## config.mk

```make
export PLATFORM = sky130hd
export DESIGN_NAME = fmap_streamer
export DESIGN_NICKNAME = d
export VERILOG_FILES = /design/src/rtl/fmap_streamer.sv
export SDC_FILE = /design/constraint.sdc
export NUM_CORES = 1
export LEC_CHECK = 0
export BUFFER_PORTS_ARGS = -buffer_cell sky130_fd_sc_hd__buf_2
export CAP_MARGIN = 25
export CORE_ASPECT_RATIO = 0.5
export CORE_UTILIZATION = 61
export CTS_BUF_LIST = sky130_fd_sc_hd__clkbuf_4
export DETAILED_ROUTE_END_ITERATION = 7
export PLACE_DENSITY = 0.88
export SLEW_MARGIN = 30
export SYNTH_ARGS = -nofsm -noshare
export SYNTH_HDL_FRONTEND = slang
export SYNTH_SLANG_ARGS = --single-unit
```

## constraint.sdc

```tcl
create_clock -name i_sclk -period 4.2 [get_ports i_sclk]
set_input_delay 0.63 -clock i_sclk [delete_from_list [all_inputs] [get_ports i_sclk]]
set_output_delay 0.63 -clock i_sclk [all_outputs]
set_load 0.05 [all_outputs]
```

## src/rtl/fmap_streamer.sv

```systemverilog
// Streams a channel-interleaved feature map from a synchronous buffer as vsync/hsync/reuse/valid frames.
// Define FMAP_STREAMER_HOLD_EN to let i_hold stretch the last gap cycle of each channel group.
module fmap_streamer #(
  parameter int WIDTH_D   = 27,
  parameter int SIZE_C    = 512,
  parameter int SIZE_H    = 7,
  parameter int SIZE_W    = 7,
  parameter int GAP       = 2,
  parameter int FRAME_GAP = 516,
  parameter int ADDR_W    = 15
) (
  input  logic                      i_sclk,
  input  logic                      i_rstn,
  input  logic                      i_start,
  input  logic                      i_hold,
  output logic                      o_rd_en,
  output logic [ADDR_W-1:0]         o_rd_addr,
  input  logic signed [WIDTH_D-1:0] i_rd_data,
  output logic                      o_vsync,
  output logic                      o_hsync,
  output logic                      o_reuse,
  output logic                      o_valid,
  output logic signed [WIDTH_D-1:0] o_tdata,
  output logic                      o_busy,
  output logic                      o_done
);

  localparam int CNT_MAX = (FRAME_GAP > SIZE_W) ? ((FRAME_GAP > GAP) ? FRAME_GAP : GAP)
                                                : ((SIZE_W > GAP) ? SIZE_W : GAP);
  localparam int CNT_W = $clog2(CNT_MAX + 1);
  localparam int CH_W  = $clog2(SIZE_C + 1);
  localparam int ROW_W = $clog2(SIZE_H + 1);
  localparam logic [ADDR_W-1:0] LAST_ADDR = ADDR_W'(SIZE_C * SIZE_H * SIZE_W - 1);

  typedef enum logic [2:0] {
    S_IDLE, S_VSYNC, S_FGAP, S_HSYNC, S_REUSE, S_BURST, S_GAP, S_DONE
  } state_t;

  state_t                    state;
  logic [CNT_W-1:0]          cnt;
  logic [CH_W-1:0]           ch;
  logic [ROW_W-1:0]          row;
  logic signed [WIDTH_D-1:0] tdata_p1;
  logic                      stall;

`ifdef FMAP_STREAMER_HOLD_EN
  assign stall = i_hold;
`else
  logic hold_unused;
  assign stall       = 1'b0;
  assign hold_unused = i_hold;
`endif

  // Outputs are registered with the state they belong to, so each is set on entry to its state.
  always_ff @(posedge i_sclk or negedge i_rstn) begin
    if (!i_rstn) begin
      state     <= S_IDLE;
      cnt       <= '0;
      ch        <= '0;
      row       <= '0;
      o_rd_en   <= 1'b0;
      o_rd_addr <= '0;
      o_vsync   <= 1'b0;
      o_hsync   <= 1'b0;
      o_reuse   <= 1'b0;
      o_valid   <= 1'b0;
      o_busy    <= 1'b0;
      o_done    <= 1'b0;
    end else begin
      o_vsync <= 1'b0;
      o_hsync <= 1'b0;
      o_reuse <= 1'b0;
      o_done  <= 1'b0;
      o_valid <= o_rd_en;
      // The address saturates at the last index; only VSYNC brings it back to zero.
      if (o_rd_en && (o_rd_addr != LAST_ADDR)) o_rd_addr <= o_rd_addr + 1'b1;
      unique case (state)
        S_IDLE: begin
          if (i_start) begin
            state   <= S_VSYNC;
            o_vsync <= 1'b1;
            o_busy  <= 1'b1;
          end
        end
        S_VSYNC: begin
          o_rd_addr <= '0;
          ch        <= '0;
          row       <= '0;
          cnt       <= '0;
          state     <= S_FGAP;
        end
        S_FGAP: begin
          if (cnt == CNT_W'(FRAME_GAP - 1)) begin
            cnt     <= '0;
            state   <= S_HSYNC;
            o_hsync <= 1'b1;
          end else begin
            cnt <= cnt + 1'b1;
          end
        end
        S_HSYNC: begin
          state   <= S_REUSE;
          o_reuse <= 1'b1;
        end
        S_REUSE: begin
          cnt     <= '0;
          state   <= S_BURST;
          o_rd_en <= 1'b1;
        end
        S_BURST: begin
          if (cnt == CNT_W'(SIZE_W - 1)) begin
            cnt     <= '0;
            state   <= S_GAP;
            o_rd_en <= 1'b0;
          end else begin
            cnt <= cnt + 1'b1;
          end
        end
        S_GAP: begin
          if (cnt != CNT_W'(GAP)) begin
            cnt <= cnt + 1'b1;
          end else if (!stall) begin
            cnt <= '0;
            if (ch == CH_W'(SIZE_C - 1)) begin
              ch <= '0;
              if (row == ROW_W'(SIZE_H - 1)) begin
                state  <= S_DONE;
                o_done <= 1'b1;
              end else begin
                row     <= row + 1'b1;
                state   <= S_HSYNC;
                o_hsync <= 1'b1;
              end
            end else begin
              ch      <= ch + 1'b1;
              state   <= S_REUSE;
              o_reuse <= 1'b1;
            end
          end
        end
        S_DONE: begin
          state  <= S_IDLE;
          o_busy <= 1'b0;
        end
        default: state <= S_IDLE;
      endcase
    end
  end

  // Read data stage: pass buffer data through while valid, otherwise hold the last pixel.
  always_ff @(posedge i_sclk or negedge i_rstn) begin
    if (!i_rstn) tdata_p1 <= '0;
    else if (o_valid) tdata_p1 <= i_rd_data;
  end

  assign o_tdata = o_valid ? i_rd_data : tdata_p1;

endmodule

```

==> out/metrics.csv <==
stage,metric,value,unit
logic_synthesis,top cells by area in the synthesized netlist,"sky130_fd_sc_hd__dfrtp_1 51%, sky130_fd_sc_hd__mux2_2 8.3%, sky130_fd_sc_hd__a21oi_1 3.0%",
logic_synthesis,Yosys top cell area share,51.0,%
cells_and_area,fill cell count,403,
drt,total vias in the final route,3035,
critical_path,reg-to-reg startpoint,cnt[0],
placed_design,PortBufs,78,
critical_path,Critical Path RT,3570,ps
clocking,quantity of hold-fixing buffers added after cts,0,
cells_and_area,area growth from synthesis to layout,16.4,%
grt,largest net degree at the start of global routing,39,
grt,number of global-route vias before repair,2961,
timing,number of pins with negative max-slew slack in the final report,0,
drt,number of iterations in the first detailed-routing pass,7,
logic_synthesis,sequential fraction of the synthesis area,51.0,%
critical_path,type of origin of the critical path,flip-flop,
logic_synthesis,share of synthesized registers carrying an async set or reset,100,%
clocking,CTS Root Cell,sky130_fd_sc_hd__clkbuf_4,
critical_path,Critical-path top delay cell,sky130_fd_sc_hd__dfrtp_2,
timing,highest clock frequency the design can meet,402,MHz
drt,number of DRC violations after detailed-routing iteration 0,249,
drt,wire per inst,16.3,um
logic_synthesis,most frequent cells after synthesis,"75 x sky130_fd_sc_hd__dfrtp_1, 27 x sky130_fd_sc_hd__mux2_2, 22 x sky130_fd_sc_hd__a21oi_1",
logic_synthesis,synthesized netlist net count,381,
clocking,number of buffers inserted by post-CTS setup repair,0,
clocking,clock tree from TritonCTS,yes,
clocking,maximum level of the CTS H-tree,3,
logic_synthesis,main flop type after synthesis,sky130_fd_sc_hd__dfrtp_1,
drt,per-cell via count in the routed design,6.12,
worst_hold_path,class of the worst hold path,in2async,
cells_and_area,"non-filler cells, final",496,
power,Total Power,1.24,mW
placed_design,placed cells,480,
floorplanning,Vert. Die Dim,56.9,um
critical_path,type of the worst setup path,reg2out,
floorplanning,Floorplan Core Area,5660,um^2
critical_path,CP top delay family,flip-flops,
critical_path,highest fanout seen on the critical path,28,
clocking,clock buffer depth,2,
clocking,CTS sink cnt,75,
timing,setup repair after global routing missed its margin,no,
power,Max rail drop VDD,299,uV
power,power per cell area,290,nW/um^2
logic_synthesis,library cell with the largest summed area after synthesis,sky130_fd_sc_hd__dfrtp_1,
timing,slew at the pin closest to its max-slew limit,715,ps
clocking,clock-pin slew reported for the worst setup and hold paths after clock tree synthesis,120,ps
critical_path,crit end category,output port,
status,violated checks,design-rule violations,
timing,smallest setup slack after layout,1710,ps
cells_and_area,fraction of layout instances using a drive strength above 1,32.4,%
critical_path,CP bufs+invs,1,
logic_synthesis,"Distinct cells, synth",59,
drt,Antenna Violating Nets Remaining,0,
floorplanning,I/O pin cnt,80,
logic_synthesis,total of flip-flops plus latches after synthesis,75,
timing,worst hold slack,126,ps
critical_path,largest stage delay on the critical path,750,ps
timing,post-layout min period,2490,ps
floorplanning,row cnt,19,
timing,total setup violations reported at the end of the flow,0,
timing,Final period util,59.3,%
critical_path,setup slack of the worst register-to-register path,2030,ps
logic_synthesis,number of standard cells after synthesis,344,
timing,max_slew headroom,51.7,%
timing,accumulated negative setup slack,0,ps
status,result of the run,finished with violations,
logic_synthesis,Synth Cell Area,3680,um^2
job,number of violations of the max-capacitance limit,0,
power,Leakage,2.08,nW
drt,detailed-route wire length,8060,um
logic_synthesis,Yosys warning total,0,
placed_design,placement-stage worst setup slack,1870,ps
floorplanning,initial standard-cell utilization of the core,65.1,%
timing,worst clock skew,13.7,ps
grt,number of antenna violations at the first check in global routing,0,
grt,first-pass GRT wire length,13200,um
clocking,clock buffer count from CTS,9,
drt,total DRC errors in the routed layout,9,
clocking,worst-skew pair later-pin latency,450,ps
grt,remaining global-route overflow,0,
critical_path,ordered list of cells on the worst path,mux2_2 -> buf_2,
logic_synthesis,cell with the most instances after synthesis,sky130_fd_sc_hd__dfrtp_1,
timing,final number of hold-violating endpoints,0,
clocking,PostCTS Resize Cnt,0,
logic_synthesis,per-instance average area after synthesis,10.7,um^2
critical_path,Critical R2R Capture,row[2],
critical_path,worst r2r path cells,6,
critical_path,arrival time reported for the critical path endpoint,1860,ps
floorplanning,overall die width,112,um
cells_and_area,Antenna Diode Count,0,
grt,global-route usage over all layers,26.9,%
logic_synthesis,"EDFF count, synth",0,
placed_design,placer's final routability congestion estimate,0.859,
cells_and_area,Final #Nets,456,
floorplanning,area enclosed by the die boundary,6370,um^2
placed_design,detailed placer's ending HPWL,5790,um
-- flip-flops by register name, summed over array words and instances, names as in the netlist --
name and cells:
o_valid 1, cnt 10, tdata_p1 27, row 3
o_done 1, o_busy 1, o_rd_addr 15, state 3
ch 10, o_hsync 1, o_rd_en 1, o_reuse 1
o_vsync 1
-- worst max-delay path by stage --
stage / start / to / slack [ps] / cells past startpoint
5_1_grt: o_valid / o_tdata[17] / 1640 / 2
2_1_floorplan: o_valid / o_tdata[10] / 1750 / 3
4_1_cts: o_valid / o_tdata[17] / 1370 / 2
3_3_place_gp: o_valid / o_tdata[25] / 1950 / 2
6_report: o_valid / o_tdata[17] / 1710 / 2
3_5_place_dp: o_valid / o_tdata[17] / 1870 / 2
-- worst reg2reg max path, cell delays in order, from the launching register on --
cell                       delay [ps]
sky130_fd_sc_hd__dfrtp_1          420
sky130_fd_sc_hd__inv_1            110
sky130_fd_sc_hd__ha_1             180
sky130_fd_sc_hd__nor3b_1          410
sky130_fd_sc_hd__and4_1           500
sky130_fd_sc_hd__a31oi_1          140
sky130_fd_sc_hd__a311oi_1         310
-- per-layer routing --
layer  vias to the layer above  wire length, um  track usage (%)
met4                         0              144             9.85
met3                        18              535             8.93
met2                       106             4010             46.2
met1                      1479             3370             32.3
li1                       1432                -                -
met5                         -                0                0
-- report_power, final --
group / total, mW / internal, mW / switching [mW] / leakage (nW)
clock network: 0.489 / 0.243 / 0.247 / 0.0761
registers: 0.722 / 0.722 / 0 / 1.03
logic: 0.0305 / 0.0130 / 0.0175 / 0.979
total: 1.24 / 0.977 / 0.264 / 2.08
-- final cells by class --
| class | instances | area [um^2] | share of cell area (%) |
|---|---|---|---|
| clock buffer | 10 | 75.1 | 1.75 |
| clock inverter | 5 | 78.8 | 1.84 |
| inverter | 8 | 30.0 | 0.701 |
| multi-input combinational | 244 | 1700 | 39.6 |
| sequential | 75 | 1880 | 43.8 |
| tap | 73 | 91.3 | 2.13 |
| timing repair buffer | 81 | 433 | 10.1 |
-- layout by cell type (no fill, tap or decap), types with 4 or more instances in the layout --
master                     netlist  final
sky130_fd_sc_hd__a31oi_1         4      4
sky130_fd_sc_hd__nor3_1          6      6
sky130_fd_sc_hd__xor2_1          4      4
sky130_fd_sc_hd__nand3_1        14     14
sky130_fd_sc_hd__nor4_1          5      5
sky130_fd_sc_hd__o31ai_1         8      8
sky130_fd_sc_hd__nand4_1        11     11
sky130_fd_sc_hd__mux2_2         27     27
sky130_fd_sc_hd__and4_1          4      4
sky130_fd_sc_hd__dfrtp_1        75     74
sky130_fd_sc_hd__nor2_1         17     17
sky130_fd_sc_hd__nor2b_1         4      4
sky130_fd_sc_hd__or4_1           5      5
sky130_fd_sc_hd__o21ai_0        17     17
sky130_fd_sc_hd__a21oi_1        22     22
sky130_fd_sc_hd__clkbuf_4        0     10
sky130_fd_sc_hd__inv_1           8      8
sky130_fd_sc_hd__nand2_1        20     20
sky130_fd_sc_hd__ha_1            6      6
sky130_fd_sc_hd__or3_1          12     12
sky130_fd_sc_hd__buf_2           2     78
sky130_fd_sc_hd__and3_1          4      4
-- cells by family (layout without fill, tap and decap cells) --
group	Yosys count	count (layout)	synth area share, %
AOI/OAI and AO/OA	77	77	13.7
xor gates and xnor gates	7	7	1.67
and+or+nand+nor	127	127	20.3
DFF	75	75	51.0
adders and majority gates	6	6	2.04
buffers and inverters	25	104	3.02
muxes	27	27	8.26
-- through the flow --
step	utilization (%)	area [um^2]
after floorplan	-	3680
after global placement	72.5	4100
after detailed placement	72.5	4100
after CTS	75.2	4260
after global routing	75.7	4290
final	75.7	4290
No activity file was read; power rests on OpenSTA's default activity.
